==> src/rtl/bcd_cascade_counter.sv <==
// bcd_cascade_counter: synchronous N-digit BCD counter with programmable top-digit modulus; define UPDOWN_EN to add the dn input for down counting
module bcd_cascade_counter #(
    parameter int DIGITS  = 2,
    parameter int TOP_MOD = 10,
    parameter int DELAY   = 10
) (
    input  logic                clk,
    input  logic                rst,
    input  logic                en,
`ifdef UPDOWN_EN
    input  logic                dn,
`endif
    input  logic                clr,
    input  logic                set9,
    input  logic                load,
    input  logic [4*DIGITS-1:0] load_val,
    output logic [4*DIGITS-1:0] q,
    output logic                tc,
    output logic                ovf
);
    if (DIGITS < 1 || DIGITS > 8 || TOP_MOD < 2 || TOP_MOD > 10 || DELAY < 0) begin : g_bad_param
        $error("bcd_cascade_counter: parameter out of range");
    end
    logic [DIGITS:0]       cy;
    logic [4*DIGITS-1:0]   q_up, q_step, set_val;
    logic                  wrap;
    assign cy[0] = 1'b1;
`ifdef UPDOWN_EN
    logic [DIGITS:0]       bw;
    logic [4*DIGITS-1:0]   q_dn;
    assign bw[0] = 1'b1;
`endif
    for (genvar i = 0; i < DIGITS; i++) begin : g_digit
        localparam logic [3:0] MX = (i == DIGITS - 1) ? 4'(TOP_MOD - 1) : 4'd9;
        logic [3:0] d;
        assign d = q[4*i+:4];
        assign cy[i+1] = cy[i] & (d >= MX);
        assign q_up[4*i+:4] = !cy[i] ? d : (d >= MX) ? 4'd0 : d + 4'd1;
        assign set_val[4*i+:4] = MX;
`ifdef UPDOWN_EN
        assign bw[i+1] = bw[i] & (d == 4'd0);
        assign q_dn[4*i+:4] = !bw[i] ? d : (d == 4'd0) ? MX : d - 4'd1;
`endif
    end
`ifdef UPDOWN_EN
    assign q_step = dn ? q_dn : q_up;
    assign wrap   = dn ? bw[DIGITS] : cy[DIGITS];
`else
    assign q_step = q_up;
    assign wrap   = cy[DIGITS];
`endif
    assign tc = en & wrap;
    // counter state and sticky wrap flag, priority clr > set9 > load > en
    always_ff @(posedge clk or posedge rst) begin
        if (rst) begin
            q   <= '0;
            ovf <= 1'b0;
        end else if (clr) begin
            q   <= '0;
            ovf <= 1'b0;
        end else if (set9) begin
            q   <= set_val;
            ovf <= 1'b0;
        end else if (load) begin
            q   <= load_val;
            ovf <= 1'b0;
        end else if (en) begin
            q <= q_step;
            if (wrap) ovf <= 1'b1;
        end
    end
endmodule

==> config.mk <==
export PLATFORM = sky130hd
export DESIGN_NAME = bcd_cascade_counter
export DESIGN_NICKNAME = d
export VERILOG_FILES = /design/src/rtl/bcd_cascade_counter.sv
export SDC_FILE = /design/constraint.sdc
export NUM_CORES = 1
export LEC_CHECK = 0
export ABC_AREA = 1
export CORE_ASPECT_RATIO = 0.9
export CORE_MARGIN = 2
export CORE_UTILIZATION = 40
export CTS_CLUSTER_DIAMETER = 100
export DETAILED_ROUTE_END_ITERATION = 8
export PLACE_DENSITY = 0.75
export SLEW_MARGIN = 0
export SYNTH_ARGS = -nofsm -noshare
export SYNTH_HDL_FRONTEND = slang
export SYNTH_SLANG_ARGS = --single-unit
export TNS_END_PERCENT = 20
==> constraint.sdc <==
create_clock -name clk -period 1.4 [get_ports clk]
set_input_delay 0.14 -clock clk [delete_from_list [all_inputs] [get_ports clk]]
set_output_delay 0.14 -clock clk [all_outputs]
set_load 0.005 [all_outputs]
# ---- Yosys cells after proc, flatten, opt, wreduce, memory -nomap -nowiden
# Index checks and enable logic that the tools add are counted.
dict set report classes {
  n_addsub 2
  magnitude_cmp 2
  muxes 12
  bitwise 2
  reduce_logical 5
}
# cell n
set ops {}
lappend ops {{2-to-1 mux 8 bit} 4}
lappend ops {{2-to-1 mux 4 bit} 3}
lappend ops {{nonzero test 4 bit} 3}
lappend ops {{adder 4 x 1 -> 4 bit, second input constant} 2}
lappend ops {{>= comparator 4 bit, second input constant} 2}
lappend ops {{2-to-1 mux 1 bit} 5}
lappend ops {{AND reduction 2 bit} 2}
lappend ops {{AND 1 bit} 2}
dict set report word_totals {
  ff_bits 9
  input_bits 14
  out_inout_bits 10
  word_cells 26
}

# ---- Depth between registers and ports, before layout
dict set report logic_depth {
  depth_word 7
  mapped_depth 9
  mapped_depth_nobuf 9
}

# ---- Worst setup path after synthesis
# Ideal clock, no wire load.
dict set report synth_path {
  kind {flip-flop to flip-flop}
  startpoint {reg q[0]}
  endpoint {reg q[3]}
  arrival_ns 1.100
  required_time_ns 1.284
  setup_slack_ns 0.183
  stages_incl_launch_ff 9
  n_path_buf 0
  synth_period_minus_slack_ns 1.217
  cell_sequence {dfrtp_1 -> inv_1 -> ha_1 -> nand3_2 -> nand2_1 -> nand3_1 -> nand2_1 -> nand2_1 -> nand2_1}
}
dict set report synth_between {
  elab_chain_cells 6
  word_cells_on_any_way 7
  classes_between {add/sub: 1; order compare: 1; mux: 5}
}
# element line
set synth_rtl {}
lappend synth_rtl {{start: declaration} 17} ;# output logic [4*DIGITS-1:0] q,
lappend synth_rtl {{start signal: assignment} 62} ;# q <= set_val;
lappend synth_rtl {{start signal: assignment} 65} ;# q <= load_val;
lappend synth_rtl {{start signal: assignment} 68} ;# q <= q_step;
lappend synth_rtl {{adder 4 x 1 -> 4 bit / >= comparator 4 bit (equally long branches)} 38} ;# assign q_up[4*i+:4] = !cy[i] ? d : (d >= MX) ? 4'd0 : d + 4'd1;
lappend synth_rtl {{2-to-1 mux 4 bit (*)} 38}
lappend synth_rtl {{2-to-1 mux 8 bit (*)} 67} ;# end else if (en) begin
lappend synth_rtl {{2-to-1 mux 8 bit (*)} 64} ;# end else if (load) begin
lappend synth_rtl {{2-to-1 mux 8 bit (*)} 61} ;# end else if (set9) begin
lappend synth_rtl {{2-to-1 mux 8 bit (*)} 58} ;# end else if (clr) begin
# Every way passes the cells marked *; elsewhere a longest branch is shown, timed or not. The select of a mux whose other input is x is not followed.
# A chain may end at the register's enable or synchronous reset.

# ---- Worst setup path after layout
dict set report layout_path {
  startpoint {reg q[1]}
  endpoint {out tc}
}
dict set report layout_between {
  elab_chain_cells 3
}
# element line
set layout_rtl {}
lappend layout_rtl {{>= comparator 4 bit} 37} ;# assign cy[i+1] = cy[i] & (d >= MX);
lappend layout_rtl {{AND 1 bit} 37}
lappend layout_rtl {{AND 1 bit} 52} ;# assign tc = en & wrap;
lappend layout_rtl {{end: declaration} 18} ;# output logic tc,
# No other way between the ends.

==> out/metrics.sh <==
STATUS='finished, violations left'
VIOLATIONS='negative setup slack'
SYNTH_COMMON_CELLS='sky130_fd_sc_hd__nand2_1 (46), sky130_fd_sc_hd__dfrtp_1 (9), sky130_fd_sc_hd__inv_1 (9), sky130_fd_sc_hd__nand3_1 (9), sky130_fd_sc_hd__ha_1 (6)'
ANTENNADIODECOUNT=0
WIRELENGTH_UM=2170
NETS=176
WORSTPATHCELLLIST='inv_2, ha_1, inv_1, nand3_2, nand3_4, nor2_4, buf_2'
FP.DIEAREA_MM2=0.002247
LAYOUT_WORST_PATH_CYCLE_SHARE_PCT=105.4
INTERNAL-POWER_W=0.0005424
ANT_NETS=0
CTS_HOLD_BUFFERS=0
MULTI_INPUT_AREA_UM2=466.7
SLOWEST_STAGE='sky130_fd_sc_hd__dfrtp_1'
ROUTE.DETAILED.DRC=0
CLK_SLEW_ON_WORST_S_H_PATHS_NS=0.06
TIMING.RR.END='q[2]'
SYN_AVG_CELL_AREA_UM2=7.106
TRITONCTS='yes'
TIMING.FINAL.CRIT_PERIOD_NS=1.476
STARTPOINT_TYPE='register'
PLACEMENT_ROWS=14
FMAX_MHz=677.4
CORE_MM2=0.001717
CLOCK_INSERTION_DELAY_WORST_SKEW_NS=0.27
ROUTEDWLPERCELL_UM=12.12
POST_DRT_VIA_CELL_RATIO=4.827
GRT_START_MAX_NET_PINS=10
FIRST_ITER_VIOLATIONS=17
DETAILROUTE.WIRELENGTH.MET3_UM=138
VIA_TOTAL_AFTER_DETAILED_ROUTING=864
PATH_CLASS='register to output pin'
POSTSYNTH.ASYNCRESETSHARE_PCT=100.0
EDFF_COUNT_SYNTH=0
FINAL_MAX_SLEW_VIOL_COUNT=0
DIEWIDTH_UM=49.74
YS_SEQ_ELEMENTS=9
SETUP_REPAIR_AFTER_GLOBAL_ROUTING_MISSED_ITS_MARGIN='yes'
FINAL_HOLD_VIOL_COUNT=0
NUMBER_OF_GLOBAL_ROUTE_VIAS_BEFORE_REPAIR=813
R2R_CELLS=8
SWSHARE_PCT=31.79
POSTSYNTH.TOPFLOPCELL='sky130_fd_sc_hd__dfrtp_1'
HIGHEST_LAYER_USED_FOR_SIGNAL_ROUTING='met4'
P_LEAK_nW=0.6994
WORSTPATHMAXFANOUT=2
HOLD_PATH_CLASS='input port to async pin'
CRITICAL_PATH_AT_NS=1.34
NUMBER_OF_ANTENNA_VIOLATIONS_AT_THE_FIRST_CHECK_IN_GLOBAL_ROUTING=0
REQUIRED_NS=1.26
DRIVE_GT1_SHARE_PCT=29.68
GRT_PASS1_WL_UM=3422
POSTLAYOUTSETUPSLACKWORST_NS=-0.07617
GLOBALROUTE.TOTALOVERFLOW=0
FILLERINSTANCES=143
CRITICAL_PATH.ENDPOINT_TYPE='output pin'
PRE_CTS_SLACK_NS=-0.1453
CLOCK_POWER_SHARE_PCT=26.1
NUM_IO_PINS=24
CHIPHEIGHT_UM=45.17
REG2REG_SLACK_NS=0.03
CRIT_FAMILY='flip-flops'
SYNTH_NETS=126
AREA_GROWTH_SYN_TO_LAYOUT_PCT=62.29
YOSYS_WARNINGS=0
CTS_MAX_PATH_BUFFERS=2
YOSYSTOPAREACELLSHARE_PCT=29.90
FINALSETUPVIOLCOUNT=3
SHARE_COMB_OF_TOTAL_POWER_PCT=37.7
FIRSTDRTPASSITERS=4
ROUTE.LAYER.MET1.WL_UM=799
REGISTER_AREA_UM2=225.2
WORSTREG2REGSTART='q[0]'
CPPEAKSTAGEDELAY_NS=0.40
FINCLKSKEW_NS=0.005753
STARTING_DENSITY_PCT=43.88
CRITPATHBUFINV=3
SYNTH_MOST_COMMON_CELL='sky130_fd_sc_hd__nand2_1'
GRT.TOTAL_USAGE_PCT=20.88
SYNTH_LARGEST_AREA_CELL='sky130_fd_sc_hd__dfrtp_1'
DETAILROUTE.WIRELENGTH.MET2_UM=1151
BUFFER_PORTS.INSERTED=23
POWER.DENSITY_mW_PER_MM2=650.4
SYNTH.DISTINCT_CELLS=20
CTS_HTREE_LEVELS=1
YS_SEQ_AREA_SHARE_PCT=29.90
CTS.SINKS=9
SYNTH_AREA_LEADERS='sky130_fd_sc_hd__dfrtp_1 (30%), sky130_fd_sc_hd__nand2_1 (23%), sky130_fd_sc_hd__ha_1 (10%), sky130_fd_sc_hd__nand3_1 (6.0%), sky130_fd_sc_hd__nand3_4 (4.7%)'
POWER.SEQUENTIAL.FRACTION_PCT=36.2
HPWL_UM=1608
SYNTHCELLS=106
VDD_IR_DROP_MAX_mV=0.5662
DRV_CAP=0
P_SW_W=0.0002527
PLACE.GP.CONGESTION=0.8352
TIMING.SLEW.HEADROOM_PCT=75.78
FINAL_TOTAL_POWER_W=0.0007951
SYNTH_AREA_UM2=753.2
TIGHTESTPINTRANSITION_NS=0.3630
CTS_ROOT_BUF='sky130_fd_sc_hd__clkbuf_4'
CTS-BUFFERS-INSERTED=3
-- final cells by class --
class	instances	share of cell area [%]
Clock buffer	4	2.149
Timing Repair Buffer	46	33.88
Tap cell	24	2.457
Inverter	14	4.913
Multi-Input combinational cell	82	38.18
Sequential cell	9	18.42
-- worst register-to-register path, stage by stage, from the launching register on --
cell and delay [ns]:
sky130_fd_sc_hd__dfrtp_1 0.41, sky130_fd_sc_hd__buf_4 0.15, sky130_fd_sc_hd__buf_4 0.15, sky130_fd_sc_hd__ha_2 0.18, sky130_fd_sc_hd__xor2_1 0.13, sky130_fd_sc_hd__nand3_1 0.08
sky130_fd_sc_hd__nand2_1 0.05, sky130_fd_sc_hd__nand2_1 0.07, sky130_fd_sc_hd__nand2_1 0.05
-- placed cells by master, fill, tap and decap left out, drive strengths merged --
master         count
nor3               1
inv               14
o21bai             1
xor2               2
clkbuf             4
nand4              2
nand3             12
ha                 6
dfrtp              9
clkdlybuf4s15      1
dlymetal6s2s       4
clkdlybuf4s50     16
buf               24
dlygate4sd2        1
nand2             47
a21oi              5
nor2               6
-- flip-flops by register name (all words and copies together), names as in the netlist --
name,flops
ovf,1
q,8
-- worst max path at each step --
stage	start	end	slack (ns)	cells past startpoint
2_1_floorplan	q[0]	q[3]	0.18	8
3_3_place_gp	q[0]	tc	-0.09	6
3_5_place_dp	q[0]	tc	-0.15	6
4_1_cts	q[5]	tc	-0.12	7
5_1_grt	q[1]	tc	-0.14	7
6_report	q[1]	tc	-0.08	7
-- power by group through the flow --
stage / Sequential (W) / Clock [W] / Combinational [W]
2_1_floorplan: 0.000303 / 0 / 0.000115
3_3_place_gp: 0.000290 / 0 / 0.000272
3_5_place_dp: 0.000292 / 0 / 0.000278
4_1_cts: 0.000288 / 0.000207 / 0.000284
5_1_grt: 0.000289 / 0.000226 / 0.000329
6_report: 0.000288 / 0.000207 / 0.000300
-- cells by family (layout without fill, tap and decap cells) --
kind of cell               Yosys count  count (layout)  synth area share, %
and+or+nand+nor                     68              68                43.02
buffers and inverters               15              64                9.467
DFF                                  9               9                29.90
adders and majority gates            6               6                9.967
AOI/OAI and AO/OA                    6               6                5.316
xor gates and xnor gates             2               2                2.326
-- through the flow --
| step | instance area (um^2) | hold slack, ns | utilization [%] | setup TNS (ns) | std cells |
|---|---|---|---|---|---|
| 4_1_cts | 1179 | 0.1504 | 68.66 | -0.2285 | 175 |
| 2_1_floorplan | 753.2 | -0.03208 | - | 0 | 106 |
| 5_1_grt | 1222 | 0.1831 | 71.21 | -0.4002 | 179 |
| 3_3_place_gp | 1137 | 0.4209 | 66.25 | -0.09425 | 170 |
| 6_report | 1222 | 0.1339 | 71.21 | -0.1113 | 179 |
| 3_5_place_dp | 1137 | 0.4350 | 66.25 | -0.1517 | 170 |
-- repair_timing --
item,in CTS,in global routing
pin swaps,1,2
gates resized for setup,8,11
buffers inserted,1,4
setup endpoints to repair,5,11
gates cloned,0,0
-- per-layer routing --
metal	track usage (%)	vias up
met3	6.623	11
li1	-	427
met5	0	-
met1	21.65	388
met4	11.11	0
met2	38.40	38
(Power assumes the default switching activity.)
